[config.mk]
export PLATFORM = sky130hd
export DESIGN_NAME = mem_port_arbiter
export DESIGN_NICKNAME = d
export VERILOG_FILES = /design/src/rtl/mem_arb_pkg.sv /design/src/rtl/rd_tag_pipe.sv /design/src/rtl/mem_port_arbiter.sv
export SDC_FILE = /design/constraint.sdc
export NUM_CORES = 1
export LEC_CHECK = 0
export BUFFER_PORTS_ARGS = -buffer_cell sky130_fd_sc_hd__buf_2
export CAP_MARGIN = 25
export CORE_AREA = 4 4 115 117
export CTS_CLUSTER_SIZE = 12
export DETAILED_ROUTE_END_ITERATION = 10
export DIE_AREA = 0 0 119 121
export PLACE_DENSITY_LB_ADDON = 0.05
export SLEW_MARGIN = 5
export SYNTH_ARGS = -nofsm -noshare
export SYNTH_HDL_FRONTEND = slang
export SYNTH_SLANG_ARGS = --single-unit
[constraint.sdc]
create_clock -name clk -period 4.3 [get_ports clk]
set_input_delay 0.645 -clock clk [delete_from_list [all_inputs] [get_ports clk]]
set_output_delay 0.645 -clock clk [all_outputs]
set_load 0.005 [all_outputs]
[src/rtl/mem_arb_pkg.sv]
// Shared types for the two-port memory arbiter: read-return owner tags and
// the arbiter FSM state encoding.
package mem_arb_pkg;

  typedef enum logic [1:0] {
    TAG_NONE = 2'd0,
    TAG_CPU  = 2'd1,
    TAG_DMA  = 2'd2
  } owner_t;

  typedef enum logic [1:0] {
    IDLE      = 2'd0,
    CPU_OWN   = 2'd1,
    DMA_OWN   = 2'd2,
    DMA_BURST = 2'd3
  } arb_state_t;

endpackage

[src/rtl/rd_tag_pipe.sv]
// Read-return owner tag delay line: the tag pushed with a read grant
// emerges exactly RD_LAT cycles later, aligned with the memory read data.
module rd_tag_pipe
  import mem_arb_pkg::*;
#(
  parameter int RD_LAT = 1
) (
  input  logic   clk,
  input  logic   rst_n,
  input  owner_t tag_in,
  output owner_t tag_out
);

  owner_t stage_q [RD_LAT];

  // NOTE: every stage is reset, so reads still in flight at reset never
  // surface as an rvalid after release.
  always_ff @(posedge clk or negedge rst_n) begin
    if (!rst_n) begin
      for (int i = 0; i < RD_LAT; i++) stage_q[i] <= TAG_NONE;
    end else begin
      stage_q[0] <= tag_in;
      for (int i = 1; i < RD_LAT; i++) stage_q[i] <= stage_q[i-1];
    end
  end

  assign tag_out = stage_q[RD_LAT-1];

endmodule

[src/rtl/mem_port_arbiter.sv]
// Two-requester (CPU / DMA) arbiter in front of a single-port memory with
// round-robin ties, bounded DMA lock bursts and tagged read-data return.
module mem_port_arbiter
  import mem_arb_pkg::*;
#(
  parameter int DATA_W    = 32,
  parameter int ADDR_W    = 32,
  parameter int RD_LAT    = 1,
  parameter int MAX_BURST = 8
) (
  input  logic              clk,
  input  logic              rst_n,
  input  logic              cpu_req,
  input  logic              cpu_we,
  input  logic [ADDR_W-1:0] cpu_addr,
  input  logic [DATA_W-1:0] cpu_wdata,
  output logic              cpu_gnt,
  output logic              cpu_rvalid,
  output logic [DATA_W-1:0] cpu_rdata,
  input  logic              dma_req,
  input  logic              dma_we,
  input  logic [ADDR_W-1:0] dma_addr,
  input  logic [DATA_W-1:0] dma_wdata,
  input  logic              dma_lock,
  output logic              dma_gnt,
  output logic              dma_rvalid,
  output logic [DATA_W-1:0] dma_rdata,
  output logic              mem_we,
  output logic [ADDR_W-1:0] mem_addr,
  output logic [DATA_W-1:0] mem_wdata,
  input  logic [DATA_W-1:0] mem_rdata
);

  localparam int CNT_W = $clog2(MAX_BURST + 1);

  arb_state_t        state_q, state_d;
  owner_t            last_owner_q, last_owner_d;
  logic [CNT_W-1:0]  burst_cnt_q, burst_cnt_d;
  logic              grant_cpu, grant_dma;
  logic              burst_full;
  owner_t            tag_push, tag_out;
  logic [DATA_W-1:0] cpu_rdata_q, dma_rdata_q;

  assign burst_full = (burst_cnt_q == CNT_W'(MAX_BURST));

  // NOTE: every signal written here gets a default first, so no path can
  // leave one unassigned and infer a latch.
  always_comb begin
    grant_cpu    = 1'b0;
    grant_dma    = 1'b0;
    state_d      = state_q;
    last_owner_d = last_owner_q;
    burst_cnt_d  = burst_cnt_q;

    if (state_q == DMA_BURST) begin
      // Locked DMA wins ties until the burst is full, then a waiting CPU goes.
      if (burst_full && cpu_req) grant_cpu = 1'b1;
      else if (dma_req)          grant_dma = 1'b1;
      else if (cpu_req)          grant_cpu = 1'b1;
    end else if (cpu_req && dma_req) begin
      if (last_owner_q == TAG_CPU) grant_dma = 1'b1;
      else                         grant_cpu = 1'b1;
    end else begin
      grant_cpu = cpu_req;
      grant_dma = dma_req;
    end

    if (grant_cpu) begin
      state_d      = CPU_OWN;
      last_owner_d = TAG_CPU;
      burst_cnt_d  = '0;
    end else if (grant_dma) begin
      last_owner_d = TAG_DMA;
      if (dma_lock) begin
        state_d = DMA_BURST;
        if (!burst_full) burst_cnt_d = burst_cnt_q + CNT_W'(1);
      end else begin
        state_d     = DMA_OWN;
        burst_cnt_d = '0;
      end
    end else begin
      state_d     = IDLE;
      burst_cnt_d = '0;
    end
  end

  // Grants are gated by reset so the memory bus goes quiet the moment
  // reset is asserted, not at the next edge.
  assign cpu_gnt = grant_cpu & rst_n;
  assign dma_gnt = grant_dma & rst_n;

  always_comb begin
    mem_we    = 1'b0;
    mem_addr  = '0;
    mem_wdata = '0;
    tag_push  = TAG_NONE;
    if (cpu_gnt) begin
      mem_we    = cpu_we;
      mem_addr  = cpu_addr;
      mem_wdata = cpu_wdata;
      tag_push  = cpu_we ? TAG_NONE : TAG_CPU;
    end else if (dma_gnt) begin
      mem_we    = dma_we;
      mem_addr  = dma_addr;
      mem_wdata = dma_wdata;
      tag_push  = dma_we ? TAG_NONE : TAG_DMA;
    end
  end

  // NOTE: sequential state uses non-blocking assignments so every register
  // updates from pre-edge values regardless of statement order.
  always_ff @(posedge clk or negedge rst_n) begin
    if (!rst_n) begin
      state_q      <= IDLE;
      last_owner_q <= TAG_DMA;
      burst_cnt_q  <= '0;
    end else begin
      state_q      <= state_d;
      last_owner_q <= last_owner_d;
      burst_cnt_q  <= burst_cnt_d;
    end
  end

  rd_tag_pipe #(.RD_LAT(RD_LAT)) u_rd_tag_pipe (
    .clk     (clk),
    .rst_n   (rst_n),
    .tag_in  (tag_push),
    .tag_out (tag_out)
  );

  assign cpu_rvalid = (tag_out == TAG_CPU);
  assign dma_rvalid = (tag_out == TAG_DMA);

  always_ff @(posedge clk or negedge rst_n) begin
    if (!rst_n) begin
      cpu_rdata_q <= '0;
      dma_rdata_q <= '0;
    end else begin
      if (cpu_rvalid) cpu_rdata_q <= mem_rdata;
      if (dma_rvalid) dma_rdata_q <= mem_rdata;
    end
  end

  // Returned data is forwarded in the rvalid cycle and held afterwards.
  assign cpu_rdata = cpu_rvalid ? mem_rdata : cpu_rdata_q;
  assign dma_rdata = dma_rvalid ? mem_rdata : dma_rdata_q;

endmodule

==> flow_metrics.py, run 1 <==
metrics = {
    "status": {
        "status": "finished, final reports clean",
    },
    "routing": {
        "post_drt_wl_per_cell_um": 18.4,
        "vias": 3448,
        "ant_nets": 0,
        "wirelength_mm": 13.6,
        "drc": 0,
        "drtIter0Drc": 118,
        "vias_per_cell": 4.68,
        "dr.pass1.iters": 4,
    },
    "timing": {
        "final_min_period_over_clock_period_pct": 79.4,
        "setup_viol_count_final": 0,
        "final_hold_viol_count": 0,
        "fin_skew_ns": 0.00508,
        "fmax_mhz": 293,
        "final.setup.tns_ns": 0,
        "rsz0062_at_grt": "no",
        "slew_headroom_pct": 39.4,
        "slew_viol_final": 0,
        "worstMarginPinSlew_ns": 0.909,
        "post-route-min-period_ns": 3.42,
    },
    "placement": {
        "portBuffers": 299,
        "dp_hpwl_mm": 11.1,
        "place_congestion": 0.851,
    },
    "floorplan": {
        "start_util_pct": 28.8,
        "die_w_um": 119,
        "boundaryPins": 300,
        "die_h_um": 121,
        "coreArea_mm2": 0.0124,
        "die_area_mm2": 0.0144,
        "rows": 41,
    },
    "setup_path": {
        "cp_slowest_cell": "o211a_2",
        "r2r-end": "u_rd_tag_pipe.tag_out[0]",
        "cp.depth": 8,
        "crit_fanout": 35,
        "crit_chain": "inv_1 > ha_1 > nand3b_4 > mux2i_4 > o211a_2 > buf_12 > a22o_1 > buf_2",
        "r2r-start": "burst_cnt_q[0]",
        "r2r_slack_ns": 2.22,
        "critPathCaptureType": "output port",
        "crit_type": "flop to output port",
        "ff2ff_path_depth": 6,
        "crit_buf_inv": 3,
        "worst-endpoint-required_ns": 3.65,
        "slowest_delay_ns": 0.72,
        "cp.arrival_ns": 2.77,
        "crit_path_start_kind": "flop",
        "cp_top_family": "compound AO/OA/AOI/OAI gates",
    },
    "power_and_ir_drop": {
        "p_per_area_mw_per_mm2": 419,
        "seq_power_share_pct": 38.9,
        "clkPwrFrac_pct": 32.0,
        "fin_total_pwr_mw": 2.32,
        "switchingPower_mw": 0.606,
        "pwr-share-comb_pct": 29.1,
        "ir_drop_mv": 0.171,
        "internal-power_mw": 1.71,
        "leakage_nw": 2.92,
        "swShare_pct": 26.2,
    },
    "synth": {
        "synth-seq-area-share_pct": 52.1,
        "syn_avg_cell_area_um2": 13.4,
        "synth_adder_area_share_pct": 0.703,
        "yosys_warnings": 0,
        "synth_cells": 265,
        "synth-simple-area-share_pct": 3.80,
        "synth_top_family_by_area": "multiplexers",
        "ys.flop_type": "dfrtp_1",
        "syn_area_mm2": 0.00356,
        "synth-compound-area-share_pct": 17.6,
        "synthArstFlopShare_pct": 100,
        "synthMuxAreaShare_pct": 20.9,
        "synth.distinct_cells": 35,
        "synth_edf_count": 0,
        "synth_seq_cells": 74,
        "synth-xor-area-share_pct": 0.738,
        "syn_nets": 434,
    },
    "grt": {
        "grt.overflow.total": 0,
        "grt_max_degree": 74,
        "grt_usage_pct": 18.1,
        "antenna_found_initial": 8,
        "grt_pass1_vias": 3641,
        "grt_pass1_wl_mm": 20.0,
    },
    "worst_hold_path": {
        "hp-class": "input pin to asynchronous set/reset pin",
    },
    "clocking": {
        "clk_pin_slew_worst_paths_ns": 0.05,
        "holdBufCountCts": 0,
        "numCtsBuffers": 9,
        "clk_latency_ns": 0.32,
        "cts.path.max_buffers": 2,
        "cts_setup_buffers": 0,
        "clock-sinks": 74,
        "htree_levels": 3,
        "clock-root-buffer": "clkbuf_16",
        "cts_resized": 0,
        "cts_tree": "done",
    },
    "final_layout": {
        "seq_area_mm2": 0.00185,
        "syn_to_final_growth_pct": 55.1,
        "fillers": 1230,
        "drive_gt1_share_pct": 69.5,
        "final_core_util_pct": 44.7,
        "fin_nets": 725,
        "multi_input_area_mm2": 0.00157,
    },
    "run": {
        "cap_violations": 0,
    },
}
[per-layer routing]
metal | global-route usage (%) | part of all wire [%] | wire length, µm
met1 | 19.8 | 37 | 4970
met2 | 31.7 | 52 | 7070
met3 | 6.57 | 9.0 | 1220
met4 | 7.60 | 1.8 | 242
met5 | 0 | 0.35 | 48
[layout by cell type (no fill, tap or decap), types with 2 or more instances in the layout]
cell,Yosys,layout
xnor2_1,2,2
nor2_1,4,4
buf_2,14,298
clkbuf_1,4,3
inv_1,3,3
nand2_1,3,3
diode_2,0,4
buf_4,0,3
dfrtp_1,73,73
clkbuf_8,0,2
nor2b_1,3,2
clkbuf_16,0,9
mux2_2,64,64
ha_1,2,2
a22o_1,65,65
buf_12,0,2
nor3_1,2,2
[stage by stage]
step                instance area [µm²]  setup slack (ns)  hold WS, ns  instances
finish                             5520             0.884        0.112        737
global route                       5520             0.724       0.0987        737
floorplan                          3560              2.10        0.349        265
CTS                                5510             0.866       0.0954        733
detailed placement                 5210              1.26        0.449        717
global placement                   5190              1.31        0.447        716
[sequential cells by signal, summed over array words and instances (netlist names)]
register               cells
dma_rdata_q               32
state_q                    2
burst_cnt_q                4
cpu_rdata_q               32
u_rd_tag_pipe.tag_out      2
last_owner_q               2
[kinds of logic (layout without fill, tap and decap cells)]
group,Yosys count,count (layout)
multiplexers,65,65
adder cells (fa/ha/maj),2,2
flip-flops,74,74
XOR/XNOR,3,3
AND/OR/NAND/NOR,22,22
other,0,4
AO/OA/AOI/OAI,72,72
buffers and inverters,27,323
[power groups by stage]
| stage | Clock [mW] | Sequential [mW] | Combinational [mW] |
|---|---|---|---|
| floorplan | 0 | 0.899 | 0.328 |
| global placement | 0 | 0.906 | 0.681 |
| detailed placement | 0 | 0.915 | 0.690 |
| CTS | 0.765 | 0.904 | 0.691 |
| global route | 0.794 | 0.918 | 0.742 |
| finish | 0.741 | 0.901 | 0.674 |
[final cells by class]
type                            count  area share [%]
Inverter                            4           0.272
Multi-Input combinational cell    164            28.5
Timing Repair Buffer              303            28.2
Tap cell                          172            3.90
Sequential cell                    74            33.6
Antenna cell                        4           0.181
Clock inverter                      2           0.635
Clock buffer                       14            4.78
[worst max-delay path by stage]
stage,start,end,slack (ns)
finish,burst_cnt_q[0],mem_addr[27],0.88
global route,burst_cnt_q[0],mem_addr[29],0.72
CTS,burst_cnt_q[0],mem_addr[27],0.87
detailed placement,burst_cnt_q[0],mem_addr[27],1.26
global placement,burst_cnt_q[0],mem_addr[27],1.31
floorplan,burst_cnt_q[0],mem_addr[0],2.10
[cell usage after synthesis (2+ instances only)]
library cell  instances  area, µm²
a22o_1               65        569
buf_2                14       70.1
buf_6                 4       45.0
clkbuf_1              4       15.0
dfrtp_1              73       1830
ha_1                  2       25.0
inv_1                 3       11.3
mux2_2               64        721
nand2_1               3       11.3
nor2_1                4       15.0
nor2b_1               3       18.8
nor3_1                2       10.0
xnor2_1               2       17.5
Power figures use the tool's default switching activity.
==> run 2: changes to the inputs <==
--- a/config.mk
+++ b/config.mk
@@ -7,10 +7,10 @@
 export LEC_CHECK = 0
 export BUFFER_PORTS_ARGS = -buffer_cell sky130_fd_sc_hd__buf_2
 export CAP_MARGIN = 25
-export CORE_AREA = 4 4 115 117
+export CORE_AREA = 4 4 116 118
 export CTS_CLUSTER_SIZE = 12
 export DETAILED_ROUTE_END_ITERATION = 10
-export DIE_AREA = 0 0 119 121
+export DIE_AREA = 0 0 120 122
 export PLACE_DENSITY_LB_ADDON = 0.05
 export SLEW_MARGIN = 5
 export SYNTH_ARGS = -nofsm -noshare
==> constraint.sdc (replaced) <==
create_clock -name clk -period 2.7 [get_ports clk]
set_input_delay 0.405 -clock clk [delete_from_list [all_inputs] [get_ports clk]]
set_output_delay 0.405 -clock clk [all_outputs]
set_load 0.005 [all_outputs]
==> run 2 against run 1 <==
Net effect: combinational power up 71%; critical endpoint is now mem_addr[23]; non-clock buffer count up 9; sequential cell count unchanged; cell area up 3.8%; first-iteration DRC count up 80%; worst setup slack worse by 0.80 ns; wire length up 12%; clock power up 67%.
==> flow_metrics.py, run 2 (synthesis gave the netlist of run 1 again) <==
metrics = {
    "final_layout": {
        "layout_common_cells": "buf_2, dfrtp_1, mux2_2",
        "fin_nets": 734,
        "top_regs": "cpu_rdata_q (32), dma_rdata_q (32), burst_cnt_q (4)",
        "syn_to_final_growth_pct": 61.0,
        "drive_gt1_share_pct": 70.9,
        "stdcell_count": 743,
        "final_common_cell": "buf_2",
        "final_core_util_pct": 46.0,
    },
    "timing": {
        "fmax_mhz": 382,
        "final_hold_viol_count": 0,
        "setup_viol_count_final": 0,
        "final.setup.tns_ns": 0,
        "final_min_period_over_clock_period_pct": 97.0,
        "slew_headroom_pct": 67.5,
        "whs_ns": 0.256,
        "rsz0062_at_grt": "yes",
        "fin_skew_ns": 0.00438,
        "slew_viol_final": 0,
        "post-route-min-period_ns": 2.62,
        "worstMarginPinSlew_ns": 0.487,
    },
    "setup_path": {
        "critPathCaptureType": "output port",
        "cp.arrival_ns": 2.21,
        "crit_start": "burst_cnt_q[0]",
        "crit_fanout": 17,
        "worst-endpoint-required_ns": 2.30,
        "r2r-start": "burst_cnt_q[0]",
        "r2r_slack_ns": 0.92,
        "crit_path_start_kind": "flop",
        "crit_type": "flop to output port",
        "ff2ff_path_depth": 7,
        "r2r-end": "burst_cnt_q[1]",
    },
    "clocking": {
        "clock-sinks": 74,
        "htree_levels": 3,
        "numCtsBuffers": 9,
        "clock-root-buffer": "clkbuf_16",
        "cts_tree": "done",
        "clk_pin_slew_worst_paths_ns": 0.06,
        "clk_latency_ns": 0.33,
        "cts.path.max_buffers": 2,
    },
    "floorplan": {
        "rows": 41,
        "die_h_um": 122,
        "die_w_um": 120,
        "die_area_mm2": 0.0146,
        "boundaryPins": 300,
        "start_util_pct": 28.5,
        "coreArea_mm2": 0.0125,
    },
    "routing": {
        "dr.pass1.iters": 4,
        "drc": 0,
        "post_drt_wl_per_cell_um": 20.4,
        "vias": 3432,
        "vias_per_cell": 4.62,
        "wirelength_mm": 15.2,
        "ant_nets": 0,
        "drtIter0Drc": 212,
    },
    "power_and_ir_drop": {
        "leakage_nw": 3.01,
        "ir_drop_mv": 0.300,
        "p_per_area_mw_per_mm2": 668,
    },
    "grt": {
        "antenna_found_initial": 5,
        "grt.overflow.total": 0,
        "grt_usage_pct": 19.3,
        "grt_pass1_wl_mm": 21.2,
        "grt_pass1_vias": 3587,
        "grt_max_degree": 75,
    },
    "placement": {
        "dp.cells": 719,
        "dp_hpwl_mm": 11.7,
        "portBuffers": 299,
        "place_congestion": 0.796,
    },
    "worst_hold_path": {
        "min_to": "u_rd_tag_pipe.tag_out[0]",
        "min_from": "cpu_we",
        "min_path_cells": 2,
        "hp-class": "input pin to flop",
    },
    "run": {
        "cap_violations": 0,
    },
    "status": {
        "status": "finished, final reports clean",
    },
}
run 2: cell types whose count changed in the layout (fill, tap and decap cells not counted), sizes merged:
| cell | change |
|---|---|
| buf | +6 |
| clkbuf | +1 |
| clkinvlp | +1 |
| diode | -3 |
| dlygate4sd3 | +1 |
run 2: worst max-delay path by stage:
stage,slack [ns],cells past startpoint,endpoint
after floorplan,0.74,8,mem_addr[0]
after global placement,0.25,8,mem_addr[28]
after detailed placement,0.25,8,mem_addr[28]
after CTS,-0.03,8,mem_addr[28]
after global routing,-0.02,8,mem_addr[23]
final,0.08,8,mem_addr[23]
run 2: stage by stage:
| step | setup slack (ns) | total power [mW] | area, µm² |
|---|---|---|---|
| 3_3_place_gp | 0.253 | 2.56 | 5240 |
| 2_1_floorplan | 0.737 | 1.95 | 3560 |
| 3_5_place_dp | 0.249 | 2.58 | 5240 |
| 4_1_cts | -0.0307 | 3.86 | 5610 |
| 6_report | 0.0807 | 3.83 | 5730 |
| 5_1_grt | -0.0185 | 4.06 | 5730 |
run 2: metal layers:
| metal | global-route usage [%] | up-vias | part of all wire, % |
|---|---|---|---|
| met4 | 5.51 | 8 | 1.2 |
| li1 | - | 1605 | - |
| met3 | 7.94 | 19 | 9.4 |
| met2 | 32.6 | 162 | 50 |
| met5 | 0 | - | 0.36 |
| met1 | 22.6 | 1638 | 39 |
run 2: what timing repair did:
action / CTS / global route
hold buffers: 1 / 0
cloned: 1 / 2
buffers inserted: 0 / 2
hold endpoints to repair: 1 / 0
gates resized for setup: 1 / 5
endpoints found under the setup margin: 10 / 41
run 2: cell type report:
cell class / count / area [µm²]
tap: 172 / 215
multi-input combinational: 164 / 1600
inverter: 4 / 15.0
timing repair buffer: 312 / 1720
clock inverter: 3 / 46.3
fill: 1234 / 6740
sequential: 74 / 1850
antenna: 1 / 2.50
clock buffer: 13 / 270
run 2: where the power goes:
group | total [mW] | internal, mW | switching (mW)
Sequential | 1.43 | 1.37 | 0.0607
Combinational | 1.15 | 0.624 | 0.525
Clock | 1.24 | 0.793 | 0.450
run 2: critical path, stage by stage (launching register included):
cell	delay [ns]
dfrtp_1	0.39
inv_1	0.11
ha_2	0.20
nand3b_4	0.10
mux2i_4	0.24
o211a_4	0.27
buf_12	0.17
a22o_1	0.22
buf_2	0.16
==> run 3: changes to the inputs <==
--- a/config.mk
+++ b/config.mk
@@ -7,10 +7,10 @@
 export LEC_CHECK = 0
 export BUFFER_PORTS_ARGS = -buffer_cell sky130_fd_sc_hd__buf_2
 export CAP_MARGIN = 25
-export CORE_AREA = 4 4 116 118
+export CORE_AREA = 4 4 115 117
 export CTS_CLUSTER_SIZE = 12
 export DETAILED_ROUTE_END_ITERATION = 10
-export DIE_AREA = 0 0 120 122
+export DIE_AREA = 0 0 119 121
 export PLACE_DENSITY_LB_ADDON = 0.05
 export SLEW_MARGIN = 5
 export SYNTH_ARGS = -nofsm -noshare
==> constraint.sdc (replaced) <==
create_clock -name clk -period 3.1 [get_ports clk]
set_input_delay 0.465 -clock clk [delete_from_list [all_inputs] [get_ports clk]]
set_output_delay 0.465 -clock clk [all_outputs]
set_load 0.005 [all_outputs]
==> run 3 against run 2 <==
Net effect: global-route usage fell by 0.48 points; first-iteration DRC count is 35% lower; register-to-register slack improved by 0.25 ns; cell area down 3.4%; cell count down 0.67%; die area decreased by 1.6%; total power shrank 18%; critical endpoint is now mem_addr[28]; largest cell class unchanged; largest power group unchanged.
==> flow_metrics.py, run 3 (synthesis gave the netlist of run 1 again) <==
metrics = {
    "routing": {
        "drtIter0Drc": 138,
        "ant_nets": 0,
        "vias": 3395,
        "vias_per_cell": 4.60,
        "drc": 0,
        "dr.pass1.iters": 4,
        "post_drt_wl_per_cell_um": 18.8,
        "wirelength_mm": 13.8,
    },
    "clocking": {
        "clk_pin_slew_worst_paths_ns": 0.05,
        "cts_resized": 0,
        "cts_setup_buffers": 0,
        "clock-sinks": 74,
        "cts_tree": "done",
        "numCtsBuffers": 9,
        "clk_latency_ns": 0.33,
        "htree_levels": 3,
        "holdBufCountCts": 0,
        "cts.path.max_buffers": 2,
        "clock-root-buffer": "clkbuf_16",
    },
    "setup_path": {
        "crit_buf_inv": 3,
        "crit_chain": "inv_1 > ha_1 > nand3b_4 > mux2i_4 > a21oi_4 > buf_4 > a22o_1 > buf_2",
        "cp_slowest_cell": "a21oi_4",
        "crit_type": "flop to output port",
        "slowest_delay_ns": 0.45,
        "cp.arrival_ns": 2.50,
        "crit_start": "burst_cnt_q[0]",
        "worst-endpoint-required_ns": 2.63,
        "crit_path_start_kind": "flop",
        "cp_top_family": "compound AO/OA/AOI/OAI gates",
        "r2r-start": "burst_cnt_q[0]",
        "critPathCaptureType": "output port",
        "crit_fanout": 34,
    },
    "timing": {
        "slew_headroom_pct": 52.0,
        "worstMarginPinSlew_ns": 0.720,
        "final_hold_viol_count": 0,
        "post-route-min-period_ns": 2.96,
        "whs_ns": 0.141,
        "slew_viol_final": 0,
        "final_min_period_over_clock_period_pct": 95.5,
        "setup_viol_count_final": 0,
        "final.setup.tns_ns": 0,
        "fmax_mhz": 338,
        "fin_skew_ns": 0.00340,
        "rsz0062_at_grt": "no",
    },
    "floorplan": {
        "die_w_um": 119,
        "boundaryPins": 300,
        "start_util_pct": 28.8,
        "die_area_mm2": 0.0144,
        "coreArea_mm2": 0.0124,
        "die_h_um": 121,
        "rows": 41,
    },
    "final_layout": {
        "top_regs": "cpu_rdata_q (32), dma_rdata_q (32), burst_cnt_q (4)",
        "multi_input_area_mm2": 0.00158,
        "fillers": 1199,
        "syn_to_final_growth_pct": 55.5,
        "drive_gt1_share_pct": 70.0,
        "final_common_cell": "buf_2",
        "layout_common_cells": "buf_2, dfrtp_1, a22o_1",
        "fin_nets": 728,
        "seq_area_mm2": 0.00185,
    },
    "placement": {
        "portBuffers": 299,
        "dp_hpwl_mm": 11.2,
        "place_congestion": 0.883,
    },
    "grt": {
        "grt_max_degree": 76,
        "antenna_found_initial": 6,
        "grt_pass1_wl_mm": 20.8,
        "grt.overflow.total": 0,
        "grt_usage_pct": 18.8,
        "grt_pass1_vias": 3551,
    },
    "power_and_ir_drop": {
        "p_per_area_mw_per_mm2": 567,
        "ir_drop_mv": 0.277,
        "leakage_nw": 2.93,
    },
    "run": {
        "cap_violations": 0,
    },
    "status": {
        "status": "finished, final reports clean",
    },
    "worst_hold_path": {
        "hp-class": "input pin to asynchronous set/reset pin",
    },
}
## run 3: stage by stage
stage | cells | instance area, µm² | total power [mW] | utilization, % | worst slack, ns
final | 738 | 5530 | 3.14 | 44.8 | 0.139
after detailed placement | 718 | 5220 | 2.23 | 42.2 | 0.231
after global routing | 738 | 5530 | 3.33 | 44.8 | 0.0187
after floorplan | 265 | 3560 | 1.70 | - | 1.08
after CTS | 734 | 5500 | 3.20 | 44.5 | 0.139
after global placement | 718 | 5220 | 2.21 | 42.2 | 0.287
## run 3: metal layers
metal  wire length (µm)  vias to the layer above  global-route usage, %
met5                 28                        -                      0
met4                340                        6                   7.31
met3               1320                       26                   7.83
met2               6900                      156                   31.5
met1               5270                     1611                   21.4
li1                   -                     1596                      -
## run 3: final cells by class
cell class	instances	share of cell area, %
Clock buffer	12	4.63
Timing Repair Buffer	305	28.7
Multi-Input combinational cell	165	28.6
Sequential cell	74	33.5
Clock inverter	3	0.271
Tap cell	172	3.89
Inverter	4	0.271
Antenna cell	3	0.136
## run 3: worst paths after layout
check	to	slack, ns	cells after the start
worst max-delay path	mem_addr[28]	0.14	8
worst min-delay path	dma_rdata_q[31]	0.14	2
worst max register to register	u_rd_tag_pipe.tag_out[0]	1.17	7
worst min register to register	dma_rdata_q[27]	0.49	1
max in group asynchronous	cpu_rdata_q[26]	2.40	3
min in group clk	u_rd_tag_pipe.tag_out[0]	0.31	2
## run 3: report_power, final
| part | internal [mW] | switching [mW] | total, mW | leakage, nW |
|---|---|---|---|---|
| logic | 0.514 | 0.432 | 0.946 | 1.91 |
| clock network | 0.576 | 0.368 | 0.944 | 0.138 |
| registers | 1.20 | 0.0538 | 1.25 | 0.882 |
| total | 2.29 | 0.854 | 3.14 | 2.93 |
